<file path="config.mk">
export PLATFORM = sky130hd
export DESIGN_NAME = jogo_adivinha_4bits
export DESIGN_NICKNAME = d
export VERILOG_FILES = /design/src/rtl/jogo_adivinha_4bits.sv
export SDC_FILE = /design/constraint.sdc
export NUM_CORES = 1
export LEC_CHECK = 0
export ABC_AREA = 1
export CAP_MARGIN = 0
export CORE_AREA = 3 3 53 55
export DETAILED_ROUTE_END_ITERATION = 6
export DIE_AREA = 0 0 56 58
export PLACE_DENSITY_LB_ADDON = 0.05
export SYNTH_ARGS = -nofsm -noshare
export SYNTH_HDL_FRONTEND = slang
export SYNTH_SLANG_ARGS = --single-unit
</file>
<file path="constraint.sdc">
create_clock -name clk -period 1.1 [get_ports clk]
set_input_delay 0.33 -clock clk [delete_from_list [all_inputs] [get_ports clk]]
set_output_delay 0.33 -clock clk [all_outputs]
set_load 0.02 [all_outputs]
</file>
<file path="src/rtl/jogo_adivinha_4bits.sv">
// Number-guessing round controller: draws a secret from a free-running LFSR, feeds guess/secret to an
// external comparator and turns its flags into hints, attempt count and win/loss. Macro JOGO_DICA_EN enables hint LEDs.
module jogo_adivinha_4bits #(
  parameter int         MAX_TENTATIVAS = 5,
  parameter logic [3:0] LFSR_SEED      = 4'b1001
) (
  input  logic       clk,
  input  logic       rst_n,
  input  logic       start,
  input  logic       submit,
  input  logic [3:0] guess,
  output logic       a0,
  output logic       a1,
  output logic       a2,
  output logic       a3,
  output logic       b0,
  output logic       b1,
  output logic       b2,
  output logic       b3,
  input  logic       eq,
  input  logic       gt,
  input  logic       lt,
  output logic       led_maior,
  output logic       led_menor,
  output logic       led_acerto,
  output logic       led_derrota,
  output logic [2:0] tentativas
);

  typedef enum logic [2:0] {IDLE, ESPERA, AVALIA, VITORIA, DERROTA} state_t;

  // An all-zero seed would lock the LFSR, so it is replaced by 1.
  localparam logic [3:0] SEED  = (LFSR_SEED == 4'd0) ? 4'b0001 : LFSR_SEED;
  localparam logic [2:0] MAX_T = 3'(MAX_TENTATIVAS);

  state_t     state_reg, state_next;
  logic [3:0] a_reg, a_next;
  logic [3:0] b_reg, b_next;
  logic [3:0] lfsr_reg, lfsr_next;
  logic       start_prev_reg, start_prev_next;
  logic       submit_prev_reg, submit_prev_next;
  logic       maior_reg, maior_next;
  logic       menor_reg, menor_next;
  logic       acerto_reg, acerto_next;
  logic       derrota_reg, derrota_next;
  logic [2:0] tent_reg, tent_next;
  logic       start_rise;
  logic       submit_rise;

  assign start_rise  = start & ~start_prev_reg;
  assign submit_rise = submit & ~submit_prev_reg;

`ifndef JOGO_DICA_EN
  logic unused_hint;
  assign unused_hint = gt ^ lt;
`endif

  always_ff @(posedge clk or negedge rst_n) begin
    if (!rst_n) begin
      state_reg       <= IDLE;
      a_reg           <= 4'd0;
      b_reg           <= 4'd0;
      lfsr_reg        <= SEED;
      start_prev_reg  <= 1'b0;
      submit_prev_reg <= 1'b0;
      maior_reg       <= 1'b0;
      menor_reg       <= 1'b0;
      acerto_reg      <= 1'b0;
      derrota_reg     <= 1'b0;
      tent_reg        <= 3'd0;
    end else begin
      state_reg       <= state_next;
      a_reg           <= a_next;
      b_reg           <= b_next;
      lfsr_reg        <= lfsr_next;
      start_prev_reg  <= start_prev_next;
      submit_prev_reg <= submit_prev_next;
      maior_reg       <= maior_next;
      menor_reg       <= menor_next;
      acerto_reg      <= acerto_next;
      derrota_reg     <= derrota_next;
      tent_reg        <= tent_next;
    end
  end

  always_comb begin
    state_next       = state_reg;
    a_next           = a_reg;
    b_next           = b_reg;
    lfsr_next        = {lfsr_reg[2:0], lfsr_reg[3] ^ lfsr_reg[2]};
    start_prev_next  = start;
    submit_prev_next = submit;
    maior_next       = maior_reg;
    menor_next       = menor_reg;
    acerto_next      = acerto_reg;
    derrota_next     = derrota_reg;
    tent_next        = tent_reg;

    // A new round overrides everything, including a pending evaluation.
    if (start_rise) begin
      b_next       = lfsr_reg;
      a_next       = 4'd0;
      tent_next    = 3'd0;
      maior_next   = 1'b0;
      menor_next   = 1'b0;
      acerto_next  = 1'b0;
      derrota_next = 1'b0;
      state_next   = ESPERA;
    end else begin
      case (state_reg)
        ESPERA: begin
          if (submit_rise) begin
            a_next = guess;
            if (tent_reg < MAX_T) tent_next = tent_reg + 3'd1;
            state_next = AVALIA;
          end
        end
        AVALIA: begin
          if (eq) begin
            acerto_next = 1'b1;
            maior_next  = 1'b0;
            menor_next  = 1'b0;
            state_next  = VITORIA;
          end else if (tent_reg == MAX_T) begin
            derrota_next = 1'b1;
            maior_next   = 1'b0;
            menor_next   = 1'b0;
            state_next   = DERROTA;
          end else begin
`ifdef JOGO_DICA_EN
            maior_next = gt;
            menor_next = lt & ~gt;
`else
            maior_next = 1'b0;
            menor_next = 1'b0;
`endif
            state_next = ESPERA;
          end
        end
        default: ;
      endcase
    end
  end

  assign {a3, a2, a1, a0} = a_reg;
  assign {b3, b2, b1, b0} = b_reg;
  assign led_maior   = maior_reg;
  assign led_menor   = menor_reg;
  assign led_acerto  = acerto_reg;
  assign led_derrota = derrota_reg;
  assign tentativas  = tent_reg;

endmodule

</file>
=== Word-level counts from Yosys, hierarchy flattened ===
Cells that the tools add are included.

* Reduce and logical (&&, ||, !) cells: 12
* $add $sub $neg: 1
* Order comparisons: 1
* Multiplexer cells: 21
* Bitwise gates (word level): 5
* Equality and inequality tests: 5

{| class="wikitable"
|+ Operator list
! kind !! count
|-
| $mux W3 || 8
|-
| $mux W4 || 3
|-
| $reduce_bool A2 Y1 || 6
|-
| $mux W1 || 9
|-
| $pmux W3 S2 || 1
|-
| $reduce_and A2 Y1 || 3
|-
| $reduce_and A3 Y1 || 2
|-
| $add A3 B1 Y3 const B || 1
|-
| $eq A3 B1 Y1 const B || 1
|-
| $eq A3 B2 Y1 const B || 1
|-
| $eq A3 B3 Y1 const B || 1
|-
| $lt A3 B3 Y1 const B || 1
|-
| $ne A3 B3 Y1 const B || 1
|-
| $reduce_bool A3 Y1 || 1
|-
| $and A1 B1 Y1 || 2
|-
| $ne A2 B1 Y1 const B || 1
|-
| $not A1 Y1 || 2
|-
| $xor A1 B1 Y1 || 1
|}

* Input bits: 11
* Bits in registers: 23

=== Logic depth before layout (Yosys ltp) ===
* Word-level depth: 5
* Depth in mapped cells: 7
* Gate-level depth less buffers: 7

=== Least setup slack after synthesis ===
OpenSTA, ideal clock, no wires.

* Path kind: register -> register
* Start: register tent_reg[1], in the netlist tentativas[1]
* End: register tent_reg[1], in the netlist tentativas[1]
* Path buffers: 0
* Library setup time: 0.065 ns
* Cell stages (with the launch flop): 6
* Data arrival time: 1.077 ns
* Slack: -0.042 ns
* Cell sequence: dfrtp_1 inv_1 ha_1 nor2_1 nand4_1 nand2_1

* Cells in the longest elaborated chain, start to end: 5
* Elaborated cells on any way between the ends: 8
* Classes of those cells: add/sub (1); order compare (1); mux (4); reduce/logical (2)

{| class="wikitable"
|+ RTL lines
! what !! RTL line !! text
|-
| start: declaration || 46 || <nowiki>logic [2:0] tent_reg, tent_next;</nowiki>
|-
| start signal: assignment || 82 || <nowiki>tent_reg <= tent_next;</nowiki>
|-
| $add A3 B1 Y3 || 114 || <nowiki>if (tent_reg < MAX_T) tent_next = tent_reg + 3'd1;</nowiki>
|-
| $mux W3 || 114 ||
|-
| $mux W3 || 112 || <nowiki>if (submit_rise) begin</nowiki>
|-
| $mux W3 || 110 || <nowiki>case (state_reg)</nowiki>
|-
| $mux W3 || 100 || <nowiki>if (start_rise) begin</nowiki>
|}

Parallel ways exist; a longest one is shown, timed or not. The select of a mux whose other input is x is not followed.
A chain may end at the register's enable or synchronous reset.

=== Worst setup path in the final report ===
* Start: register tent_reg[1], in the netlist tentativas[1]
* End: output tentativas[1]

{| class="wikitable"
|+ RTL lines
! what !! RTL line !! text
|-
| end: declaration || 27 || <nowiki>output logic [2:0] tentativas</nowiki>
|}

No word-level cell between the ends.

==> impl_metrics.toml <==
[layout]
antenna_cells_inserted = 0
area_growth_syn_to_layout_pct = 54.14
fillerInstances = 212
footprint_of_the_multi_input_gates_um2 = 450.4
final_net_count = 165
register_area_um2 = 556.8
drive_gt1_share_pct = 41.72

[routing]
postRouteWirelength_um = 2107
count_of_routing_violations_after_the_opening_detailed_route_iteration = 14
vias = 833
avgViaCountPerCell = 4.602
drt-pass1-iter-count = 4
routed_wire_length_per_instance_um = 11.64
postRouteAntennaNets = 0
detail_route.drc_violations = 0

[timing]
drv_slew = 0
setup_ws_ns = -0.1049
unrepaired_setup_endpoints_after_global_routing = "yes"
finalCritPeriodShare_pct = 109.5
worst_hold_slack_ns = 0.3574
timing.final.crit_period_ns = 1.205
finalSetupViolCount = 20
finalClockSkew_ns = 0.005173
fmax_mhz = 830.0
hold_violations = 0

[outcome]
failed_checks = "negative setup slack"
result_of_the_run = "finished, violations left"

[min_path]
hp-class = "primary input to asynchronous set/reset pin"

[clock_tree]
cts-buffers-inserted = 3
path_clk_slew_ns = 0.13
htreeDepth = 1
tritoncts_num_sinks = 22
root_buffer = "sky130_fd_sc_hd__clkbuf_4"
clock_latency_ns = 0.30
max-clock-path-buffers = 2
tritoncts = "yes"

[setup_path]
timing.reg2reg.worst_path_depth = 6
worstPathRequired_ns = 0.77
critical_path_peak_fanout = 2
cp.arrival_ns = 0.87
crit_chain = "buf_6"
crit_type = "register to output pin"
critical_path.n_buffers_inverters = 1
critPathSlowestCell = "sky130_fd_sc_hd__dfrtp_2"
worst_setup_path_start_kind = "register"
critical_path_cell_count = 1
critical_path.top_delay_family = "flip-flops"
crit_path_end_kind = "output pin"
critical_path.max_stage_delay_ns = 0.44

[global_route]
track_usage_pct = 13.63
grt_overflow_total = 0
grt_pass1_vias = 787
antenna_found_initial = 0
grt_max_degree = 23
first_pass_grt_wire_length_um = 3450

[placement]
place.detailed.hpwl_um = 1498
gp_routability_congestion = 0.9148
numPortBuffers = 21

[die]
num_io_pins = 26
die_x_um = 56
die_h_um = 58
design.die.area_um2 = 3248
fp-row-count = 18
initial_utilization_pct = 40.38
core_area_um2 = 2432

[yosys]
post_synth_instance_area_um2 = 982.2
yosysUniqueCellTypes = 22
ys_warn_count = 0
ys_ff_latch = 22
async_flop_share_pct = 100.0
synth_flop_cell = "sky130_fd_sc_hd__dfrtp_1"
synth_cells = 109
synth-edff-count = 0
post_synth.cell_area_avg_um2 = 9.011
sequential_share_of_the_synthesized_area_pct = 56.31

[pwr]
power.density_nw_per_um2 = 2139
power_mw = 3.238
power.ir.vdd_worst_v = 0.001123
p_leak_nw = 0.7968

[run]
max-cap-violations = 0
synthesized netlist by cell type (2+ instances only):
library cell / count / area [µm²]
sky130_fd_sc_hd__nand2_1: 46 / 172.7
sky130_fd_sc_hd__dfrtp_1: 20 / 500.5
sky130_fd_sc_hd__inv_1: 7 / 26.28
sky130_fd_sc_hd__nand3_1: 6 / 30.03
sky130_fd_sc_hd__nor2_1: 5 / 18.77
sky130_fd_sc_hd__nand2_2: 4 / 25.02
sky130_fd_sc_hd__a31oi_1: 2 / 12.51
sky130_fd_sc_hd__buf_4: 2 / 15.01
sky130_fd_sc_hd__dfstp_2: 2 / 52.55
sky130_fd_sc_hd__ha_1: 2 / 25.02
sky130_fd_sc_hd__nor2_2: 2 / 12.51
cell usage in the layout, fill, tap and decap left out, types with 2 or more instances in the layout:
master and n:
sky130_fd_sc_hd__dfrtp_2 3, sky130_fd_sc_hd__conb_1 2, sky130_fd_sc_hd__clkbuf_4 3, sky130_fd_sc_hd__inv_1 4, sky130_fd_sc_hd__dfstp_2 2, sky130_fd_sc_hd__nor2_1 4, sky130_fd_sc_hd__dfrtp_1 17, sky130_fd_sc_hd__nand2_4 3
sky130_fd_sc_hd__clkdlybuf4s50_1 7, sky130_fd_sc_hd__inv_2 2, sky130_fd_sc_hd__nand3_2 3, sky130_fd_sc_hd__nor2_4 2, sky130_fd_sc_hd__nor2_2 2, sky130_fd_sc_hd__nand3_1 4, sky130_fd_sc_hd__buf_4 16, sky130_fd_sc_hd__nand2_2 6
sky130_fd_sc_hd__ha_4 2, sky130_fd_sc_hd__nand2_1 42, sky130_fd_sc_hd__buf_6 15, sky130_fd_sc_hd__a31oi_1 2
cell type report:
type	instances	share of cell area [%]
clock buffers	3	1.488
clock inverters	1	1.983
inverters	7	1.901
multi-input cells	78	29.75
flip-flops and latches	22	36.78
well taps	30	2.479
repair buffers	40	25.62
final timing paths:
check                           slack, ns              to          start
worst max-delay path                -0.10   tentativas[1]  tentativas[1]
worst min-delay path                 0.36   tentativas[0]          rst_n
worst max register to register      -0.06   tentativas[1]  tentativas[1]
min in group clk                     0.36  start_prev_reg          start
max in group asynchronous            0.53     lfsr_reg[0]          rst_n
worst min register to register       0.40     lfsr_reg[2]    lfsr_reg[1]
through the flow:
stage                     area [µm²]  TNS (ns)  setup WS [ns]  util, %  cells
after floorplan                988.4         0       0.007897        -    110
after global placement          1290    -7.447        -0.4155    53.04    167
after detailed placement        1290    -7.935        -0.4514    53.04    167
after CTS                       1390    -1.569        -0.1111    57.15    172
after global routing            1514    -2.622        -0.1545    62.24    181
final                           1514    -1.316        -0.1049    62.24    181
layer usage:
metal,up-vias,track usage (%),share of wire [%]
li1,415,-,-
met1,399,17.00,42
met2,15,23.04,53
met3,4,3.341,3.9
met4,0,5.085,1.1
met5,-,0,0
cells by family after synthesis:
| kind of cell | count (synthesis) | share of synthesized area, % |
|---|---|---|
| DFF | 22 | 56.31 |
| and+or+nand+nor | 68 | 31.08 |
| AOI/OAI and AO/OA | 4 | 2.547 |
| buffers and inverters | 10 | 5.350 |
| adders and majority gates | 2 | 2.547 |
| other | 1 | 0.3818 |
| xor gates and xnor gates | 2 | 1.784 |
report_power, final:
part / switching [mW] / leakage [nW] / total [mW] / internal, mW
Combinational: 0.762 / 0.490 / 1.49 / 0.727
Clock: 0.245 / 0.0279 / 0.613 / 0.368
Sequential: 0.153 / 0.279 / 1.14 / 0.983
timing repair:
action                                  4_1_cts  5_1_grt
endpoints found under the setup margin       24       24
pin swaps                                     5       15
hold buffers                                  0        0
gates resized for setup                      86       14
setup buffers                                 1        9
No activity file was read; power rests on OpenSTA's default activity.
